==> config.mk <==
export PLATFORM = sky130hd
export DESIGN_NAME = ifetch_unit
export DESIGN_NICKNAME = d
export VERILOG_FILES = /design/src/rtl/ifetch_unit.sv
export SDC_FILE = /design/constraint.sdc
export NUM_CORES = 1
export LEC_CHECK = 0
export ABC_AREA = 1
export CORE_MARGIN = 8
export CORE_UTILIZATION = 25
export DETAILED_ROUTE_END_ITERATION = 16
export GPL_ROUTABILITY_DRIVEN = 0
export PLACE_DENSITY = 0.52
export SETUP_SLACK_MARGIN = 0.15
export SYNTH_ARGS = -nofsm -noshare
export SYNTH_HDL_FRONTEND = slang
export SYNTH_SLANG_ARGS = --single-unit
==> constraint.sdc <==
create_clock -name i_clk -period 6.8 [get_ports i_clk]
set_clock_uncertainty 0.15 [all_clocks]
set_input_delay 1.36 -clock i_clk [delete_from_list [all_inputs] [get_ports i_clk]]
set_output_delay 1.36 -clock i_clk [all_outputs]
set_load 0.1 [all_outputs]
==> src/rtl/ifetch_unit.sv <==
// Instruction fetch initiator: sequential PC generation, credit-limited word
// fetches, in-order response buffer to decode, redirect and fault handling.
module ifetch_unit #(
    parameter logic [31:0] RESET_PC = 32'h0000_0000,
    parameter int          DEPTH    = 2
) (
    input  logic        i_clk,
    input  logic        i_rst,
    output logic        o_imem_req,
    output logic [31:0] o_imem_addr,
    input  logic        i_imem_gnt,
    input  logic        i_imem_rvalid,
    input  logic [31:0] i_imem_rdata,
    input  logic        i_imem_err,
    output logic        o_valid,
    input  logic        i_ready,
    output logic [31:0] o_instr,
    output logic [31:0] o_pc,
    output logic        o_fetch_exception,
    input  logic        i_redirect,
    input  logic [31:0] i_redirect_pc
);

    localparam logic [31:0] NOP = 32'h0000_0013;
    localparam int AW = $clog2(DEPTH);
    localparam int CW = $clog2(DEPTH + 1);
    localparam int SW = CW + 2;

    typedef enum logic {RUN, HALT} state_t;

    typedef struct packed {
        logic [31:0] instr;
        logic [31:0] pc;
        logic        exc;
    } entry_t;

    state_t        state, state_nxt;
    logic [31:0]   fetch_pc;
    logic [CW-1:0] outstanding, discard, out_nxt;
    entry_t        fifo [DEPTH];
    entry_t        head, push_entry;
    logic [AW:0]   wr_ptr, rd_ptr, occ;
    logic [31:0]   pcq [DEPTH];
    logic [AW-1:0] pq_wr, pq_rd;
    logic [SW-1:0] credit_use;
    logic          pop, grant, full, aligned, rsp_push, mis_push, push;

    assign occ        = wr_ptr - rd_ptr;
    assign full       = (occ == (AW+1)'(DEPTH));
    assign o_valid    = (occ != '0);
    assign pop        = o_valid & i_ready;
    assign aligned    = (fetch_pc[1:0] == 2'b00);

    // Outstanding fetches plus buffered entries must leave room for every reply.
    assign credit_use  = SW'(outstanding) + SW'(occ) - SW'(pop);
    assign o_imem_req  = ~i_rst & (state == RUN) & aligned & (credit_use < SW'(DEPTH)) & ~i_redirect;
    assign o_imem_addr = fetch_pc;
    assign grant       = o_imem_req & i_imem_gnt;
    assign out_nxt     = outstanding + CW'(grant) - CW'(i_imem_rvalid);

    assign rsp_push = i_imem_rvalid & (discard == '0) & ~i_redirect & (state == RUN);
    assign mis_push = (state == RUN) & ~aligned & (outstanding == '0) & ~full & ~i_redirect;
    assign push     = rsp_push | mis_push;

    always_comb begin
        push_entry = '{instr: NOP, pc: fetch_pc, exc: 1'b1};
        if (!mis_push) begin
            push_entry.instr = i_imem_err ? NOP : i_imem_rdata;
            push_entry.pc    = pcq[pq_rd];
            push_entry.exc   = i_imem_err;
        end
    end

    always_comb begin
        state_nxt = state;
        if (i_redirect)
            state_nxt = RUN;
        else if ((rsp_push & i_imem_err) | mis_push)
            state_nxt = HALT;
    end

    always_ff @(posedge i_clk) begin
        if (i_rst) state <= RUN;
        else       state <= state_nxt;
    end

    // PC-of-request queue: one slot per outstanding fetch, dropped replies pop too.
    always_ff @(posedge i_clk) begin
        if (grant) pcq[pq_wr] <= fetch_pc;
    end

    always_ff @(posedge i_clk) begin
        if (i_rst) begin
            fetch_pc    <= RESET_PC;
            outstanding <= '0;
            discard     <= '0;
            wr_ptr      <= '0;
            rd_ptr      <= '0;
            pq_wr       <= '0;
            pq_rd       <= '0;
            for (int i = 0; i < DEPTH; i++)
                fifo[i] <= '{instr: NOP, pc: RESET_PC, exc: 1'b0};
        end else begin
            outstanding <= out_nxt;
            if (grant)         pq_wr <= pq_wr + 1'b1;
            if (i_imem_rvalid) pq_rd <= pq_rd + 1'b1;
            if (i_redirect) begin
                fetch_pc <= i_redirect_pc;
                discard  <= out_nxt;
                wr_ptr   <= '0;
                rd_ptr   <= '0;
            end else begin
                if (grant) fetch_pc <= fetch_pc + 32'd4;
                if (i_imem_rvalid && discard != '0)
                    discard <= discard - 1'b1;
                else if (rsp_push && i_imem_err)
                    discard <= out_nxt;
                if (push) begin
                    fifo[wr_ptr[AW-1:0]] <= push_entry;
                    wr_ptr <= wr_ptr + 1'b1;
                end
                if (pop) rd_ptr <= rd_ptr + 1'b1;
            end
        end
    end

    assign head              = fifo[rd_ptr[AW-1:0]];
    assign o_instr           = head.instr;
    assign o_pc              = head.pc;
    assign o_fetch_exception = head.exc;

endmodule

### Word level (Yosys, flattened, before mapping)

Memories as Yosys holds them, arrays and structs flattened. A register that Yosys moved wholly into a read port is not among the register bits.
Index checks and enable logic that the tools add are counted.
W data, S select, Z words.

| word-level totals | value |
|---|---|
| bits in registers | 43 |
| RAM bits | 194 |
| input port bits | 71 |
| output and inout bits | 99 |
| word-level logic and storage cells | 77 |
| memories | 2 |

| cells by class | value |
|---|---|
| $add $sub $neg | 11 |
| magnitude comparators | 1 |
| equality and inequality tests | 1 |
| muxes and demuxes | 22 |
| bitwise logic cells | 21 |
| reductions and logical operators | 11 |

Memories:

| memory | words | width | rd ports | clocked after memory_dff | write ports | line | text |
|---|---|---|---|---|---|---|---|
| fifo | 2 | 65 | 1 | 1 | 2 | 40 | `entry_t fifo [DEPTH];` |
| pcq | 2 | 32 | 1 | 1 | 1 | 43 | `logic [31:0] pcq [DEPTH];` |

Operators with widths:

| kind | number |
|---|---|
| $mux W65 | 2 |
| $mux W32 | 3 |
| $reduce_or A65 Y1 | 1 |
| $add A32 B3 Y32 const B | 1 |
| $and A1 B1 Y1 | 14 |
| $mux W1 | 14 |
| $logic_not A2 Y1 | 3 |
| $mux W2 | 3 |
| $reduce_bool A2 Y1 | 3 |
| $not A1 Y1 | 5 |
| $add A2 B1 Y2 const B | 2 |
| $lt A4 B2 Y1 const B | 1 |
| $sub A3 B1 Y4 | 1 |
| $add A2 B2 Y3 | 1 |
| $reduce_bool A3 Y1 | 1 |
| $add A1 B1 Y1 const B | 2 |
| $add A2 B1 Y2 | 1 |
| $eq A2 B2 Y1 const B | 1 |
| $logic_and A1 B1 Y1 | 2 |
| $or A1 B1 Y1 | 2 |
| $reduce_or A2 Y1 | 1 |
| $sub A2 B1 Y2 | 1 |
| $sub A2 B1 Y2 const B | 1 |
| $sub A2 B2 Y2 | 1 |

### Longest topological paths before layout

Gate-level depths: netlist of the first run.

| logic depth | value |
|---|---|
| depth after elaboration | 13 |
| mapped depth | 25 |
| depth with buffers taken out | 24 |

### Worst setup path before layout of the first run

No wires, ideal clock.

| timing | value |
|---|---|
| path kind | reg-to-reg |
| from | reg wr_ptr[0] |
| to | mem pcq[0][0] (enable) |
| setup time | 0.421 ns |
| data arrival time | 4.792 ns |
| required time | 6.229 ns |
| path slack | 1.437 ns |
| stages on the path, launching flop included | 18 |
| path buffers | 1 |
| clock period less this slack | 5.363 ns |
| cells stage by stage | dfxtp_1 > inv_1 > ha_1 > xnor2_1 > nand2_1 > nand2_1 > nand2_1 > nand2_1 > inv_1 > ha_1 > nor2_1 > fa_1 > nor2_2 > nand2_1 > nor2_1 > nand3_2 > buf_2 > nor2_1 |

| on the way | value |
|---|---|
| word-level cells in the longest chain between the ends | 10 |
| elaborated cells between the ends (all ways) | 11 |
| classes of those cells | 3 x add/sub; 1 x order compare; 2 x mux; 4 x bitwise; 1 x reduce/logical |

Ends and longest elaborated chain:

| element | line | text |
|---|---|---|
| start: declaration | 42 | `logic [AW:0] wr_ptr, rd_ptr, occ;` |
| start signal: assignment | 120 | `wr_ptr <= wr_ptr + 1'b1;` |
| $sub A2 B2 Y2 | 48 | `assign occ = wr_ptr - rd_ptr;` |
| $reduce_bool A2 Y1 | 50 | `assign o_valid = (occ != '0);` |
| net o_valid | 15 | `output logic o_valid,` |
| $and A1 B1 Y1 | 51 | `assign pop = o_valid & i_ready;` |
| net pop | 46 | `logic pop, grant, full, aligned, rsp_push, mis_push, push;` |
| $sub A3 B1 Y4 | 55 | `assign credit_use = SW'(outstanding) + SW'(occ) - SW'(pop);` |
| $lt A4 B2 Y1 | 56 | `assign o_imem_req = ~i_rst & (state == RUN) & aligned & (credit_use < SW'(DEPTH)) & ~i_redirect;` |
| $and A1 B1 Y1 (2 in a row) | 56 |  |
| $and A1 B1 Y1 | 58 | `assign grant = o_imem_req & i_imem_gnt;` |
| $mux W1 | 89 | `if (grant) pcq[pq_wr] <= fetch_pc;` |
| $mux W1 (implied by the code) | 89 |  |
| end: declaration | 43 |  |

The timed path passes the listed nets, and every way through them passes these cells.

### Worst setup path after layout of the first run

| timing | value |
|---|---|
| from | reg wr_ptr[0] |
| to | out o_imem_req |

| on the way | value |
|---|---|
| word-level cells in the longest chain between the ends | 7 |
| elaborated cells between the ends (all ways) | 8 |
| classes of those cells | 3 x add/sub; 1 x order compare; 3 x bitwise; 1 x reduce/logical |

Ends and longest elaborated chain:

| element | line | text |
|---|---|---|
| $sub A2 B2 Y2 | 48 |  |
| $reduce_bool A2 Y1 | 50 |  |
| $and A1 B1 Y1 | 51 |  |
| net pop | 46 |  |
| $sub A3 B1 Y4 | 55 |  |
| $lt A4 B2 Y1 | 56 |  |
| $and A1 B1 Y1 (2 in a row) | 56 |  |
| end: declaration | 9 | `output logic o_imem_req,` |

The timed path passes the listed nets, and every way through them passes these cells.

==> results of run 1 <==
power breakdown:
part	total (uW)	switching, uW	internal [uW]	leakage [uW]
Clock	1530	620	913	0.000462
Combinational	990	736	254	0.00243
Sequential	1750	66.6	1690	0.00230
layout by cell type (no fill, tap or decap), drive strengths merged, types with 6 or more instances in the layout:
cell	instances
mux2i	32
buf	7
a21oi	29
ha	8
mux2	65
clkbuf	37
xnor2	6
nor2	227
clkinv	10
inv	49
nand3	47
o21ai	46
clkdlybuf4s50	168
nand2	257
nand3b	12
xor2	6
edfxtp	194
dfxtp	45
cell families (layout without fill, tap and decap cells):
family	after synthesis	count (layout)
compound gates	83	83
xor+xnor	12	12
fa+ha+maj	9	9
buf+inv	98	276
flops	239	239
mux	97	97
simple gates	547	547
sequential cells by signal, indices dropped and copies added, names as in the netlist, named ones only:
register	flops
fifo	130
o_imem_addr	32
pq_rd	1
pq_wr	1
discard	2
pcq	64
wr_ptr	2
rd_ptr	2
state	1
outstanding	2
worst max-delay path, cell delays in order (launching register included):
cell and delay [ns]:
dfxtp_1 0.44, inv_1 0.12, ha_1 0.25, xor2_1 0.15, nand2_1 0.11, nand2_1 0.11
nand2_1 0.09, nand2_1 0.08, inv_1 0.08, ha_1 0.31, nor2_1 0.13, fa_1 0.44
nor2_2 0.11, nand2_1 0.06, nor2_1 0.17, nand2_1 0.07, inv_1 0.05, buf_4 0.28
metal layers:
layer,up-vias,share of wire (%)
met5,-,0
met4,0,1.8
met2,185,45
met3,40,5.3
met1,3768,48
li1,3974,-
metrics by stage:
| stage | cells | util, % | setup WS, ns | area, um^2 | power (uW) |
|---|---|---|---|---|---|
| floorplan | 1085 | - | 1.437 | 11450 | 2518 |
| global placement | 1809 | 30.05 | 1.724 | 13610 | 2779 |
| detailed placement | 1809 | 30.05 | 1.694 | 13610 | 2787 |
| CTS | 1863 | 32.13 | 1.619 | 14550 | 4354 |
| global route | 1863 | 32.13 | 1.442 | 14550 | 4449 |
| finish | 1863 | 32.13 | 1.684 | 14550 | 4276 |
area by class of cell:
cell class,count,area (um^2)
clock inverters,17,178.9
flip-flops and latches,239,6731
inverters,47,183.9
repair buffers,175,1734
clock buffers,37,765.7
well taps,600,750.7
multi-input cells,748,4207
fillers,4662,30730
path summary, 6_finish.rpt:
| path | endpoint | slack (ns) | cells past startpoint |
|---|---|---|---|
| max | o_imem_req | 1.68 | 17 |
| min | state | 0.33 | 2 |
| max reg2reg | discard[1] | 2.42 | 24 |
| min reg2reg | state | 0.33 | 2 |
==> impl_metrics.csv, run 1 <==
group,metric,value,unit
yosys,synthTopCellsByArea,"edfxtp_1 (51%), nand2_1 (8.3%), dfxtp_1 (7.9%), mux2_2 (6.4%), nor2_1 (5.2%)",
yosys,synth_compound_area_share,3.880,%
floorplanning,die-area,52900,um^2
detailed_routing,ant_nets,0,
pwr,max-vdd-ir-drop,0.09497,mV
worst_setup_path,cp.required,5.29,ns
yosys,synth_ff_type,"edfxtp_1",
detailed_routing,routed_wl,30.89,mm
yosys,synth_area,11450,um^2
yosys,synth_fp_nets,1165,
finish,nets,1320,
pwr,p_per_area,293.8,nW/um^2
global_routing,grt_pass1_vias,8221,
floorplanning,coreArea,45280,um^2
clocking,cts_buffers,29,
finish,drive_gt1_share,16.23,%
floorplanning,start_util,25.28,%
floorplanning,die_h,230.0,um
global_routing,track_usage,11.39,%
worst_setup_path,setup.worst_path.start_class,"flop",
yosys,yosys.area_share.simple,21.53,%
yosys,synth_area_leader_cell,"edfxtp_1",
timing,period_share,75.23,%
global_routing,grt_max_degree,67,
worst_setup_path,cp.arrival,3.61,ns
timing,rsz0062_at_grt,"no",
clocking,clk_pin_slew,0.06,ns
yosys,synth_top_area_share,50.89,%
clocking,clockRootBuffer,"clkbuf_16",
yosys,yosysMostFrequentCell,"nand2_1",
yosys,ys_ff_latch,239,
detailed_routing,dr.first_iter.drc_count,423,
timing,slew_viol_final,0,
pwr,leakagePower,0.005192,uW
floorplanning,fp-row-count,78,
timing,tightest_slew,1.117,ns
yosys,synth_fa_ha_area_share,1.049,%
timing,period_minus_slack,5.116,ns
yosys,synth_top_family_by_area,"simple AND/OR/NAND/NOR gates",
worst_setup_path,reg2reg_from,"wr_ptr[0]",
yosys,ys_warn_count,0,
detailed_routing,viasPerCell,4.276,
worst_setup_path,worst-path-max-fanout,5,
clocking,clock-sinks,239,
floorplanning,die_w,230.0,um
yosys,synthMuxAreaShare,9.191,%
yosys,synth_edf_count,194,
placed_design,port_buffers,169,
global_routing,grt_pass1_wl,48.08,mm
yosys,netlist_instances,1085,
yosys,synthTopCellsByCount,"nand2_1 (252), edfxtp_1 (194), nor2_1 (158)",
yosys,ys_async_sr_fraction,0,%
detailed_routing,drc,0,
flow_run,max_cap_violations,0,
worst_setup_path,startpoint,"wr_ptr[0]",
timing,tns,0,ns
yosys,ys_seq_area_share,58.75,%
status,status,"finished, final reports clean",
detailed_routing,first_pass_iters,4,
timing,maxSlewHeadroom,25.33,%
floorplanning,ios,170,
detailed_routing,wire_per_inst,16.58,um
clocking,holdBufCountCts,0,
timing,setup_viol,0,
global_routing,grt-ovfl-total,0,
clocking,cts_setup_buffers,0,
worst_setup_path,end_kind,"primary output",
placed_design,dp_hpwl,20.03,mm
yosys,ys_types,36,
global_routing,grt_use_met1,15.45,%
clocking,h-tree-depth,1,
clocking,clk-insertion-delay-late,0.55,ns
clocking,cts_tree,"done",
hold_path,worstHoldStart,"state",
global_routing,grtUsageMet2,18.24,%
finish,area_growth,27.10,%
timing,holdWs,0.3314,ns
global_routing,antenna_found_initial,0,
clocking,cts_resized,0,
yosys,synth-xor-area-share,0.9180,%
global_routing,grt_busiest_layer,"met2",
timing,fmax,0.1955,GHz
hold_path,hold_path_class,"reg -> reg",
clocking,clk_path_buf_depth,3,
finish,antenna_cells,0,
detailed_routing,num_vias,7967,
timing,finalHoldViolCount,0,
global_routing,grtUsageMet3,2.462,%
yosys,syn_avg_cell_area,10.55,um^2
worst_setup_path,crit_type,"reg -> out",
(Power assumes the default switching activity.)
==> run 2: changes to the inputs <==
Settings changed: PLACE_DENSITY 0.52 to 0.53.
Clock period 6.8 ns to 4.59 ns, I/O delays scaled along.
==> run 2 against run 1 <==
  * Sequential cell count did not move
  * Via count rose by 0.45%
  * Critical path depth did not move
  * Clock-buffer cell count rose by 4
  * Routed wire length fell by 0.52%
  * First-iteration DRC count fell by 7.1%
  * Die area did not move
  * Sequential share of layout area rose by 0.078 points
  * Critical endpoint unchanged
  * Largest power group unchanged
==> impl_metrics.csv, run 2 (synthesized netlist as in run 1, its figures left out) <==
group,metric,value,unit
placed_design,place_area,13540,um^2
timing,tns,0,ns
worst_setup_path,cp_slowest_stage_delay,0.43,ns
clocking,clockRootBuffer,"clkbuf_16",
finish,area_growth,26.98,%
flow_run,max_cap_violations,0,
timing,rsz0062_at_grt,"no",
worst_setup_path,cpLargestDelayFamily,"simple AND/OR/NAND/NOR gates",
global_routing,grt_max_degree,66,
pwr,internal-power,4227,uW
detailed_routing,num_vias,8003,
global_routing,antenna_found_initial,0,
timing,fmax,0.2395,GHz
floorplanning,die_w,230.0,um
floorplanning,fp-row-count,78,
floorplanning,die_h,230.0,um
clocking,cts_tree,"done",
pwr,max-vdd-ir-drop,0.2841,mV
finish,drive_gt1_share,22.20,%
worst_setup_path,cp.required,3.52,ns
clocking,cts_buffers,28,
clocking,clk_path_buf_depth,3,
timing,setup_viol,0,
status,status,"finished, final reports clean",
timing,slew_viol_final,0,
worst_setup_path,critPathSlowestCell,"fa_1",
detailed_routing,dr.first_iter.drc_count,393,
timing,maxSlewHeadroom,24.10,%
timing,finalHoldViolCount,0,
floorplanning,coreArea,45280,um^2
worst_setup_path,cp_common_cell,"nand2_1",
finish,largest-register,"fifo",
detailed_routing,drc,0,
finish,nets,1324,
finish,final_cell_mix,"nand2_1 (248), edfxtp_1 (194), nor2_1 (154)",
worst_setup_path,cp.arrival,3.11,ns
finish,antenna_cells,0,
worst_setup_path,end_kind,"primary output",
timing,tightest_slew,1.136,ns
floorplanning,start_util,25.28,%
clocking,h-tree-depth,1,
worst_setup_path,crit_type,"reg -> out",
detailed_routing,wire_per_inst,16.47,um
floorplanning,ios,170,
detailed_routing,first_pass_iters,5,
detailed_routing,ant_nets,0,
floorplanning,die-area,52900,um^2
worst_setup_path,setup.worst_path.start_class,"flop",
global_routing,grt_pass1_wl,48.05,mm
hold_path,hold_path_class,"reg -> reg",
clocking,clk_pin_slew,0.06,ns
placed_design,port_buffers,169,
global_routing,grt_pass1_vias,8111,
clocking,clock-sinks,239,
pwr,pwr-share-comb,23.2,%
pwr,power.share.switching,32.97,%
pwr,p_per_area,433.8,nW/um^2
pwr,p_seq_share,41.1,%
global_routing,grt-ovfl-total,0,
finish,final_common_cell,"nand2_1",
global_routing,track_usage,11.36,%
detailed_routing,viasPerCell,4.289,
worst_setup_path,crit_buf_inv,4,
clocking,clk-insertion-delay-late,0.55,ns
timing,period_share,90.95,%
finish,largest_reg_flops,130,
timing,period_minus_slack,4.175,ns
pwr,clkPwrFrac,35.7,%
finish,design_area,14540,um^2
timing,holdWs,0.3390,ns
pwr,switchingPower,2079,uW
worst_setup_path,worst-path-max-fanout,4,
worst_setup_path,crit_path_cell_trace,"inv_4 -> ha_4 -> xor2_1 -> nand2_1 -> nand2_2 -> nand2_2 -> nand2_1 -> inv_2 -> ha_4 -> nor2_2 -> fa_1 -> nor2_2 -> nand2_1 -> nor2_2 -> nand2_1 -> clkinvlp_4 -> buf_12",
placed_design,dp_hpwl,20.73,mm
detailed_routing,routed_wl,30.73,mm
pwr,leakagePower,0.005306,uW
run 2: cell types whose count changed in the layout (fill, tap and decap cells not counted), moves of 3 or more:
cell	change
buf_4	+66
clkdlybuf4s50_1	-66
clkinv_2	-6
buf_12	+5
clkinv_1	+5
clkbuf_8	+3
inv_1	-3
run 2: path summary, 6_finish.rpt:
check                           cells after the start         end       from  slack, ns
worst max-delay path                               17  o_imem_req  wr_ptr[0]       0.42
worst min-delay path                                2       state      state       0.34
worst max register to register                     23  discard[1]  wr_ptr[0]       0.97
worst min register to register                      2       state      state       0.34
run 2: metrics by stage:
stage | util, % | instances | power [uW] | setup slack [ns]
6_report | 32.10 | 1866 | 6306 | 0.4153
3_5_place_dp | 29.91 | 1812 | 4118 | 0.4064
2_1_floorplan | - | 1085 | 3732 | 0.1971
5_1_grt | 32.10 | 1866 | 6574 | 0.1549
3_3_place_gp | 29.91 | 1812 | 4108 | 0.4248
4_1_cts | 32.02 | 1865 | 6397 | 0.1527
run 2: what timing repair did:
| item | in CTS | in global routing |
|---|---|---|
| hold buffers | 0 | 0 |
| gates resized for setup | 5 | 7 |
| setup buffers | 1 | 1 |
| setup endpoints to repair | 1 | 1 |
| pin swaps | 3 | 2 |
run 2: per-layer routing:
layer  vias to the layer above  global-route usage (%)  share of wire [%]
met5                         -                       0                  0
met4                         0                   2.653                1.6
met3                        37                   2.758                6.5
met2                       220                   18.24                 45
met1                      3759                   15.28                 47
li1                       3987                       -                  -
run 2: worst min-delay path: cells and delay by family (launching register included):
| family | cells | cell delay [ns] |
|---|---|---|
| buffers and inverters | 1 | 0.05 |
| AOI/OAI and AO/OA | 1 | 0.07 |
| DFF | 1 | 0.32 |
run 2: power by group through the flow:
stage          Sequential, uW  Clock, uW  Combinational (uW)
4_1_cts                  2600       2320                1480
3_5_place_dp             2640          0                1480
2_1_floorplan            2710          0                1020
5_1_grt                  2610       2410                1550
3_3_place_gp             2640          0                1470
6_report                 2590       2250                1460
run 2: layout make-up:
cell class	instances	area (um^2)
fill	4669	30750
sequential	239	6736
inverter	47	190.2
clock buffer	41	835.8
multi-input combinational	748	4252
timing repair buffer	180	1669
tap	600	750.7
clock inverter	11	103.9
==> run 3: changes to the inputs <==
Settings changed: CORE_MARGIN 8 to 2, REMOVE_ABC_BUFFERS from default to 1.
==> run 3 against run 2 <==
  * First-iteration DRC count fell by 2.0%
  * Sequential power barely moved
  * Via count up 0.92%
  * Cell area rose by 0.40%
  * Die area decreased by 10%
  * Clock power barely moved
  * Sequential share of layout area shrank 0.18 points
  * Critical path type unchanged
  * Critical endpoint unchanged
  * Largest power group unchanged
  * Highest routed layer unchanged
==> impl_metrics.csv, run 3 (synthesized netlist as in run 1, its figures left out) <==
group,metric,value,unit
global_routing,grt_pass1_wl,46.80,mm
floorplanning,fp-row-count,78,
floorplanning,ios,170,
clocking,cts_buffers,28,
status,status,"finished, final reports clean",
pwr,finalPower,6268,uW
detailed_routing,ant_nets,0,
worst_setup_path,cpLargestDelayFamily,"simple AND/OR/NAND/NOR gates",
worst_setup_path,setup.worst_path.start_class,"flop",
placed_design,pre_cts_ws,0.4077,ns
finish,area_growth,27.49,%
finish,drive_gt1_share,23.23,%
worst_setup_path,critPathSlowestCell,"fa_1",
clocking,clockRootBuffer,"clkbuf_16",
pwr,p_per_area,429.5,nW/um^2
worst_setup_path,crit_path_cell_trace,"inv_4 -> ha_4 -> xnor2_1 -> nand2_1 -> nand2_2 -> nand2_1 -> nand2_2 -> inv_2 -> ha_4 -> nor2_2 -> fa_1 -> nor2_2 -> nand2_1 -> nor2_2 -> nand2_1 -> inv_1 -> buf_12",
floorplanning,start_util,25.28,%
floorplanning,die-area,47520,um^2
timing,maxSlewHeadroom,26.05,%
worst_setup_path,cp.required,3.52,ns
finish,largest-register,"fifo",
timing,worst_slack,0.4012,ns
finish,final_common_cell,"nand2_1",
detailed_routing,routed_wl,30.98,mm
worst_setup_path,crit_buf_inv,4,
pwr,switchingPower,2098,uW
clocking,cts_tree,"done",
finish,utilization,32.23,%
worst_setup_path,crit_type,"reg -> out",
pwr,max-vdd-ir-drop,0.2690,mV
pwr,internal-power,4170,uW
timing,period_minus_slack,4.189,ns
timing,holdWs,0.3326,ns
timing,fmax,0.2387,GHz
pwr,clkPwrFrac,35.4,%
pwr,leakagePower,0.005355,uW
global_routing,grt-ovfl-total,0,
pwr,p_seq_share,41.3,%
clocking,clk_path_buf_depth,3,
hold_path,hold_path_class,"reg -> reg",
timing,rsz0062_at_grt,"no",
global_routing,grt_max_degree,66,
clocking,clock-sinks,239,
timing,finalHoldViolCount,0,
detailed_routing,num_vias,8077,
worst_setup_path,worst-path-max-fanout,5,
global_routing,grt_pass1_vias,8038,
timing,setup_viol,0,
finish,antenna_cells,0,
finish,nets,1332,
floorplanning,coreArea,45280,um^2
placed_design,dp_hpwl,21.04,mm
pwr,pwr-share-comb,23.4,%
global_routing,track_usage,12.81,%
clocking,holdBufCountCts,0,
detailed_routing,drc,0,
floorplanning,die_w,218.0,um
detailed_routing,dr.first_iter.drc_count,385,
timing,period_share,91.26,%
timing,slew_viol_final,0,
clocking,h-tree-depth,1,
floorplanning,die_h,218.0,um
pwr,power.share.switching,33.47,%
worst_setup_path,end_kind,"primary output",
detailed_routing,wire_per_inst,16.53,um
clocking,clk_pin_slew,0.06,ns
timing,tightest_slew,1.106,ns
finish,final_cell_mix,"nand2_1 (248), edfxtp_1 (194), nor2_1 (154)",
global_routing,antenna_found_initial,0,
flow_run,max_cap_violations,0,
worst_setup_path,cp.arrival,3.12,ns
worst_setup_path,cp_slowest_stage_delay,0.43,ns
detailed_routing,viasPerCell,4.310,
worst_setup_path,cp_common_cell,"nand2_1",
detailed_routing,first_pass_iters,4,
finish,largest_reg_flops,130,
placed_design,port_buffers,169,
clocking,clk-insertion-delay-late,0.55,ns
run 3: changes by cell type in the layout (fill, tap and decap cells not counted):
cell and delta:
clkbuf_8 -2, clkinv_1 -5, clkinv_2 +6, clkinvlp_4 +2
inv_6 +3, clkbuf_16 -1, buf_12 +1, inv_1 +1
clkbuf_4 -1, buf_4 +7, clkbuf_1 -3
run 3: worst paths after layout:
kind	from	endpoint	slack (ns)	cells past startpoint
setup / recovery	wr_ptr[0]	o_imem_req	0.40	17
hold / removal	state	state	0.33	2
setup reg to reg	wr_ptr[0]	discard[1]	0.94	23
hold reg to reg	state	state	0.33	2
run 3: stage by stage:
stage / TNS (ns) / cell area, um^2 / cells
after global placement: 0 / 13620 / 1821
after global routing: 0 / 14600 / 1874
after CTS: 0 / 14560 / 1873
final: 0 / 14600 / 1874
after detailed placement: 0 / 13620 / 1821
after floorplan: -73.48 / 11100 / 1034
run 3: per-layer routing:
layer	global-route usage (%)	vias to the layer above	share of wire (%)
met5	0	-	0
met3	2.566	46	5.1
li1	-	3999	-
met4	4.558	0	3.0
met2	22.01	163	49
met1	15.90	3869	43
run 3: power by group through the flow:
stage | Combinational (uW) | Clock (uW) | Sequential, uW
finish | 1470 | 2220 | 2590
global route | 1550 | 2370 | 2610
CTS | 1480 | 2280 | 2590
detailed placement | 1480 | 0 | 2640
global placement | 1480 | 0 | 2630
floorplan | 962 | 0 | 2730
run 3: repair_timing:
item | 4_1_cts | 5_1_grt
hold endpoints to repair | 0 | 0
gates resized for setup | 6 | 7
pin swaps | 3 | 3
cloned | 0 | 0
buffers inserted | 0 | 1
setup endpoints to repair | 1 | 1
run 3: worst reg2reg max path: cells and delay by family, from the launching register on:
| family | cells | cell delay (ns) |
|---|---|---|
| and+or+nand+nor | 11 | 1.00 |
| xor gates and xnor gates | 3 | 0.52 |
| AOI/OAI and AO/OA | 1 | 0.05 |
| buffers and inverters | 3 | 0.15 |
| DFF | 1 | 0.38 |
| adders and majority gates | 5 | 1.28 |
run 3: cell type report:
class / count / area, um^2
timing repair buffer: 188 / 1742
sequential: 239 / 6736
multi-input combinational: 748 / 4252
inverter: 47 / 186.4
clock inverter: 18 / 163.9
tap: 600 / 750.7
clock buffer: 34 / 764.5
fill: 4655 / 30690
